==> src/rtl/classifier_pkg.sv <==
// classifier_pkg: shared types and constants for the classifier accumulator.
//   PROD_W     - width of one signed product word and of the output score
//   ACC_W_DEF  - default internal accumulator width
//   state_t    - frame FSM states (ACCUM -> FINISH -> OUT -> ACCUM)
//   S32_MAX/MIN- saturation limits of the 32-bit signed score
package classifier_pkg;

  localparam int PROD_W    = 32;
  localparam int ACC_W_DEF = 40;

  typedef enum logic [1:0] {
    ACCUM  = 2'd0,
    FINISH = 2'd1,
    OUT    = 2'd2
  } state_t;

  localparam logic signed [PROD_W-1:0] S32_MAX = 32'sh7fff_ffff;
  localparam logic signed [PROD_W-1:0] S32_MIN = 32'sh8000_0000;

endpackage

==> src/rtl/sat_s40_to_s32.sv <==
// sat_s40_to_s32: combinational saturation of an ACC_W-bit signed value to a
// 32-bit signed value.
//   din  - ACC_W-bit signed input (ACC_W must exceed 32)
//   dout - din clipped to [S32_MIN, S32_MAX]
//   clip - 1 when din was outside the 32-bit range
module sat_s40_to_s32
  import classifier_pkg::*;
#(
  parameter int ACC_W = ACC_W_DEF
) (
  input  logic signed [ACC_W-1:0]  din,
  output logic signed [PROD_W-1:0] dout,
  output logic                     clip
);

  // The value fits in 32 bits exactly when every bit from the 32-bit sign
  // position upward is a copy of the sign.
  logic [ACC_W-PROD_W:0] hi;
  assign hi = din[ACC_W-1:PROD_W-1];

  // NOTE: every output gets a default first so no path leaves it unassigned
  // and no latch is inferred.
  always_comb begin
    dout = din[PROD_W-1:0];
    clip = 1'b0;
    if (!(&hi) && (|hi)) begin
      clip = 1'b1;
      dout = din[ACC_W-1] ? S32_MIN : S32_MAX;
    end
  end

endmodule

==> src/rtl/classifier_accum.sv <==
// classifier_accum: accumulates N_TERMS signed products per frame, adds a
// bias, saturates to 32 bits and presents the score with a sign-based class.
//   clk, rst_n            - clock, synchronous active-low reset
//   in_valid/in_ready     - product stream handshake
//   in_product            - signed 32-bit product
//   in_last               - upstream frame marker, only cross-checked
//   bias                  - signed bias, sampled in FINISH
//   out_valid/out_ready   - score handshake
//   score/class_out/sat   - saturated result, score>=0 flag, clip flag
//   err                   - sticky in_last / term-count disagreement
module classifier_accum
  import classifier_pkg::*;
#(
  parameter int N_TERMS = 64,
  parameter int ACC_W   = ACC_W_DEF
) (
  input  logic                     clk,
  input  logic                     rst_n,
  input  logic                     in_valid,
  output logic                     in_ready,
  input  logic signed [PROD_W-1:0] in_product,
  input  logic                     in_last,
  input  logic signed [PROD_W-1:0] bias,
  output logic                     out_valid,
  input  logic                     out_ready,
  output logic signed [PROD_W-1:0] score,
  output logic                     class_out,
  output logic                     sat,
  output logic                     err
);

  localparam int CNT_W = $clog2(N_TERMS);

  state_t             state;
  logic [ACC_W-1:0]   acc;
  logic [CNT_W-1:0]   cnt;

  logic               accept;
  logic               last_term;
  logic [ACC_W-1:0]   prod_ext;
  logic [ACC_W-1:0]   bias_ext;
  logic [ACC_W-1:0]   sum_biased;
  logic [PROD_W-1:0]  sat_score;
  logic               sat_clip;

  assign accept     = in_valid && in_ready;
  assign last_term  = (cnt == CNT_W'(N_TERMS - 1));
  assign prod_ext   = {{(ACC_W-PROD_W){in_product[PROD_W-1]}}, in_product};
  assign bias_ext   = {{(ACC_W-PROD_W){bias[PROD_W-1]}}, bias};
  assign sum_biased = acc + bias_ext;

  sat_s40_to_s32 #(.ACC_W(ACC_W)) u_sat (
    .din  (sum_biased),
    .dout (sat_score),
    .clip (sat_clip)
  );

  // NOTE: all state is updated with non-blocking assignments so every
  // register samples the pre-edge values regardless of statement order.
  always_ff @(posedge clk) begin
    if (!rst_n) begin
      state     <= ACCUM;
      acc       <= '0;
      cnt       <= '0;
      in_ready  <= 1'b0;
      out_valid <= 1'b0;
      score     <= '0;
      class_out <= 1'b0;
      sat       <= 1'b0;
      err       <= 1'b0;
    end else begin
      case (state)
        ACCUM: begin
          // in_ready is held low in the first cycle out of reset and rises here.
          in_ready <= !(accept && last_term);
          if (accept) begin
            acc <= acc + prod_ext;
            if (in_last != last_term) err <= 1'b1;
            if (last_term) begin
              cnt   <= '0;
              state <= FINISH;
            end else begin
              cnt <= cnt + CNT_W'(1);
            end
          end
        end

        FINISH: begin
          score     <= sat_score;
          class_out <= ~sat_score[PROD_W-1];
          sat       <= sat_clip;
          out_valid <= 1'b1;
          state     <= OUT;
        end

        OUT: begin
          if (out_ready) begin
            out_valid <= 1'b0;
            acc       <= '0;
            in_ready  <= 1'b1;
            state     <= ACCUM;
          end
        end

        default: begin
          state    <= ACCUM;
          in_ready <= 1'b0;
        end
      endcase
    end
  end

endmodule

==> config.mk <==
export PLATFORM = sky130hd
export DESIGN_NAME = classifier_accum
export DESIGN_NICKNAME = d
export VERILOG_FILES = /design/src/rtl/classifier_pkg.sv /design/src/rtl/sat_s40_to_s32.sv /design/src/rtl/classifier_accum.sv
export SDC_FILE = /design/constraint.sdc
export NUM_CORES = 1
export LEC_CHECK = 0
export ABC_AREA = 1
export ABC_CLOCK_PERIOD_IN_PS = 6050
export CORE_MARGIN = 1.5
export CORE_UTILIZATION = 48
export DETAILED_ROUTE_END_ITERATION = 7
export PLACE_DENSITY = 0.67
export SYNTH_ARGS = -nofsm -noshare
export SYNTH_HDL_FRONTEND = slang
export SYNTH_HIERARCHICAL = 1
export SYNTH_SLANG_ARGS = --single-unit
==> constraint.sdc <==
create_clock -name clk -period 6.05 [get_ports clk]
set_input_delay 1.21 -clock clk [delete_from_list [all_inputs] [get_ports clk]]
set_output_delay 1.21 -clock clk [all_outputs]
set_load 0.01 [all_outputs]
# After elaboration in Yosys (flattened, before gate mapping)
# Index checks and enable logic that the tools add are counted.
# Widths: inputs -> output; s select.
# op_classes
add_sub_neg,3
eq_ne,7
n_mux,15
n_bitwise,2
n_reduce_logical,16
# op_table
op,n
$add 40x40->40,2
$mux 40,2
$pmux 40 s2,1
$mux 32,2
$reduce_and 3->1,3
$reduce_and 9->1,1
$reduce_or 9->1,1
$add 6x1->6 const B,1
$eq 6x6->1 const B,1
$mux 2,3
$mux 6,1
$ne 2x2->1 const B,3
$pmux 2 s3,1
$reduce_and 2->1,3
$reduce_bool 2->1,2
$logic_and 1x1->1,3
$mux 1,3
$pmux 1 s3,1
$eq 2x1->1 const B,1
$eq 2x2->1 const B,1
$logic_not 1->1,2
$logic_not 2->1,1
$not 1->1,2
$pmux 1 s2,1
$ne 1x1->1,1
# word_totals
register_bits,85
inputBits,69
output_inout_bits,37
word_cells,52

# Depth between registers and ports, before layout
# depth
word_depth,6
mapped_depth,21
depth_no_buf,20

# Modules after synthesis
# Netlist, hierarchy kept.
# by_module_without_submodules
module,instances,cells_each,area_per_inst_um2,seq_area_each_um2
classifier_accum,1,1502,8748.4,1701.6
sat_s40_to_s32,1,84,444.2,0.0

# Worst setup path before layout
# No wires, ideal clock.
# synth_path
path_kind,input to register
start,in bias[0]
end,reg score[10]
setup_time_ns,0.116
arrival_ns,3.439
required_time_ns,5.934
path_slack_ns,2.495
cell_stages,21
n_path_buf,1
cell_sequence,ha_1 -> fa_1 -> nand3_1 -> nand2_1 -> nand2_1 -> nand2_2 -> nand3_1 -> nand2_2 -> nand2_1 -> nand2_2 -> nand3b_1 -> nand2_1 -> nand2_1 -> nand2_1 -> nand2_1 -> nor2_1 -> a21oi_2 -> buf_6 -> o21ai_2 -> o21ai_0 -> nor2_1
# synth_via
elab_chain_cells,5
elab_cells_between_ends,7
cone_classes,add/sub: 1; mux: 2; reduce/logical: 4
# synth_lines
element,line,source
"start, declared",classifier_accum.sv:23,"input logic signed [PROD_W-1:0] bias,"
$add 40x40->40 (*),classifier_accum.sv:50,assign sum_biased = acc + bias_ext;
named net sum_biased[36],classifier_accum.sv:42,logic [ACC_W-1:0] sum_biased;
$reduce_and 9->1,sat_s40_to_s32.sv:26,if (!(&hi) && (|hi)) begin
$logic_not 1->1,sat_s40_to_s32.sv:26,
$logic_and 1x1->1 (*),sat_s40_to_s32.sv:26,
$mux 32 (*),sat_s40_to_s32.sv:26,
named net sat_score[10],classifier_accum.sv:43,logic [PROD_W-1:0] sat_score;
"end signal, assigned",classifier_accum.sv:89,score <= sat_score;
"end, declared",classifier_accum.sv:26,"output logic signed [PROD_W-1:0] score,"
# Mark *: on every way through the listed nets, which the timed path passes. The rest lies on a longest branch.
# A chain may end at the register's enable or synchronous reset.

# Worst setup path in the final report
# layout_path
start,in bias[31]
end,reg score[27]
# The elaborated chain is that of the path after synthesis.

==> reports/results.ini <==
[run_status]
outcome = finished, final reports clean

[critical_path]
arrival_ns = 4.49
worstPathBufferInverterCount = 3
r2r_cells = 21
startpoint_type = primary input
endpoint_kind = flop
cp.depth = 16
cp_top_family = compound AO/OA/AOI/OAI gates
slowest_delay_ns = 0.61
path_cells = clkdlybuf4s50_1 -> ha_1 -> a21oi_1 -> inv_1 -> a31oi_1 -> o21ai_0 -> a21oi_1 -> nand3_1 -> xor2_1 -> nand2_1 -> nor2_1 -> a21oi_2 -> buf_4 -> o21ai_1 -> o21ai_0 -> nor2_1
worst_path_max_delay_cell = clkdlybuf4s50_1
worstSetupPathType = primary input to flop
crit_required_ns = 6.28
worstPathMaxFanout = 32

[clocking]
cts.htree.levels = 3
cts_max_path_buffers = 2
clk_pin_slew_ns = 0.07
tritoncts = done
clk_latency_ns = 0.35
cts_root_buf = clkbuf_16
cts_buffers = 9
cts_sinks = 85
cts_hold_buf = 0
cts_resized = 0
post_cts_buffers = 0

[pwr]
ir_worst_vdd_mv = 0.136
leakage_nw = 5.29
swShare = 0.370
combPwrFrac = 0.357
pwr-share-clk = 0.340
p_int_w = 0.00126
pwr-share-seq = 0.303
pwr_density_cell_nw_per_um2 = 185
p_sw_w = 0.000738

[drt]
wl_um = 28300
drtPass1Iterations = 6
drc_errors = 0
routedWlPerCell_um = 14.8
detail-route-antenna-nets = 0
avgViaCountPerCell = 5.17
num_vias = 9910
drt-initial-drc-count = 571

[floorplan]
initial_utilization = 0.490
rows = 50
io_pins = 106
die_x_um = 141
die_height_um = 141
design.die.area_um2 = 20000
core_area_um2 = 18800

[synth]
post-synth-top-count-cell = nand2_1
ys_ff_latch = 85
synth.cell_area_um2 = 9190
netlist_top_cells_area = dfxtp_1 (19%), nand2_1 (17%), ha_1 (11%)
synth_edf_count = 0
synth.distinct_cells = 45
ys.flop_type = dfxtp_1
netlist_instances = 1586
synth-seq-area-share = 0.185
synthTopCellsByCount = nand2_1 (427), inv_1 (233), nor2_1 (216)
synth_top_area_share = 0.185
yosysWarningCount = 6
synth_area_per_cell_um2 = 5.80
synthArstFlopShare = 0
synth.net_count = 1736
yosys.area.top_type = dfxtp_1

[timing]
slew-limit-headroom = 0.299
setup_viol = 0
worst_pin_slew_ns = 1.05
rsz0062_at_grt = false
fin_skew_ns = 0.0139
clock.fmax_ghz = 0.235
final_hold_viol_count = 0
maxSlewViolCount = 0
period_minus_slack_ns = 4.26
tns_ns = 0
fin_crit_sh = 0.704

[placed_design]
gp_congestion = 0.923
dpl-instance-area_um2 = 10400
dp_hpwl_um = 23100
port_buffers = 105

[finish]
utilization = 0.574
nNetsFinal = 1827
num_antenna_cells = 0
drive_gt1_frac = 0.0696
finalInstanceArea_um2 = 10800
synthToLayoutAreaGrowth_pct = 17.1

[global_routing]
grtUsageTotal = 0.288
grt_start_max_net_pins = 50
antenna_found_initial = 0
grt_pass1_wl_um = 45600
grt_overflow = 0
first_global_vias = 9368

[flow_run]
drv_cap = 0

[min_path]
hold_class = flop to flop
hold_path_depth = 2

per-stage QoR:
stage               worst slack, ns  power (W)  hold WS [ns]  cells
floorplan                      2.49    0.00113         0.460   1586
global placement               1.45    0.00132         0.452   1900
detailed placement             1.45    0.00132         0.457   1900
CTS                            1.80    0.00200         0.468   1916
global route                   1.48    0.00211         0.501   1916
finish                         1.79    0.00199         0.467   1916
sequential cells by signal, summed over array words and instances, names as in the netlist:
signal     cells
class_out      1
acc           40
out_valid      1
err            1
cnt            6
sat            1
state          2
in_ready       1
score         32
cell families (layout without fill, tap and decap cells):
group,after synthesis,in the layout,share of synthesized area
AND/OR/NAND/NOR,820,820,0.377
AO/OA/AOI/OAI,284,284,0.171
buffers and inverters,278,374,0.119
flip-flops,85,85,0.185
adder cells (fa/ha/maj),81,81,0.112
XOR/XNOR,38,38,0.0362
worst reg2reg max path, cell delays in order (launching register included):
cell and delay, ns:
dfxtp_1 0.36, ha_1 0.24, fa_1 0.48, nand3_1 0.11
nand2_1 0.09, nand2_1 0.09, nand2_2 0.07, nand3_1 0.09
nand2_2 0.10, nand2_1 0.09, nand2_2 0.07, nand3b_1 0.13
nand2_1 0.06, nand2_1 0.05, nand2_1 0.06, nor2_1 0.10
nand4_1 0.10, nand2_1 0.07, buf_4 0.33, o21ai_1 0.13
o21ai_0 0.18, nor2_1 0.07
final cells by class:
class,instances,area [um2]
Inverter,248,931
Tap cell,234,293
Fill cell,2042,8000
Sequential cell,85,1700
Timing Repair Buffer,110,1090
Clock buffer,10,239
Multi-Input combinational cell,1223,6390
Clock inverter,6,116
path summary, 6_finish.rpt:
kind	start	to	slack (ns)
worst max-delay path	bias[31]	score[27]	1.79
worst min-delay path	out_valid	out_valid	0.47
worst max register to register	acc[0]	score[27]	2.84
worst min register to register	out_valid	out_valid	0.47
layout by cell type (no fill, tap or decap), drive strengths merged, types with 4 or more instances in the layout:
cell type,count
buf,5
clkdlybuf4s50,105
clkbuf,10
inv,248
nand3,82
a31oi,8
o21bai,9
dfxtp,85
nor3,20
a21o,5
xnor2,4
ha,79
xor2,34
a21oi,130
nor2,238
nand3b,6
o21ai,122
or2,9
nand2,453
nand4,8
power groups by stage:
stage / sequential (W) / clock (W) / combinational [W]
floorplan: 0.000605 / 0 / 0.000521
global placement: 0.000617 / 0 / 0.000699
detailed placement: 0.000617 / 0 / 0.000705
CTS: 0.000604 / 0.000689 / 0.000708
global route: 0.000607 / 0.000706 / 0.000802
finish: 0.000605 / 0.000678 / 0.000712
layer usage:
layer	vias to the layer above	global-route usage	wire (um)
met5	-	0	0
met4	0	0.0808	611
met3	45	0.0219	1330
met2	242	0.511	13200
met1	4400	0.375	13100
li1	5223	-	-
Power figures use the tool's default switching activity.
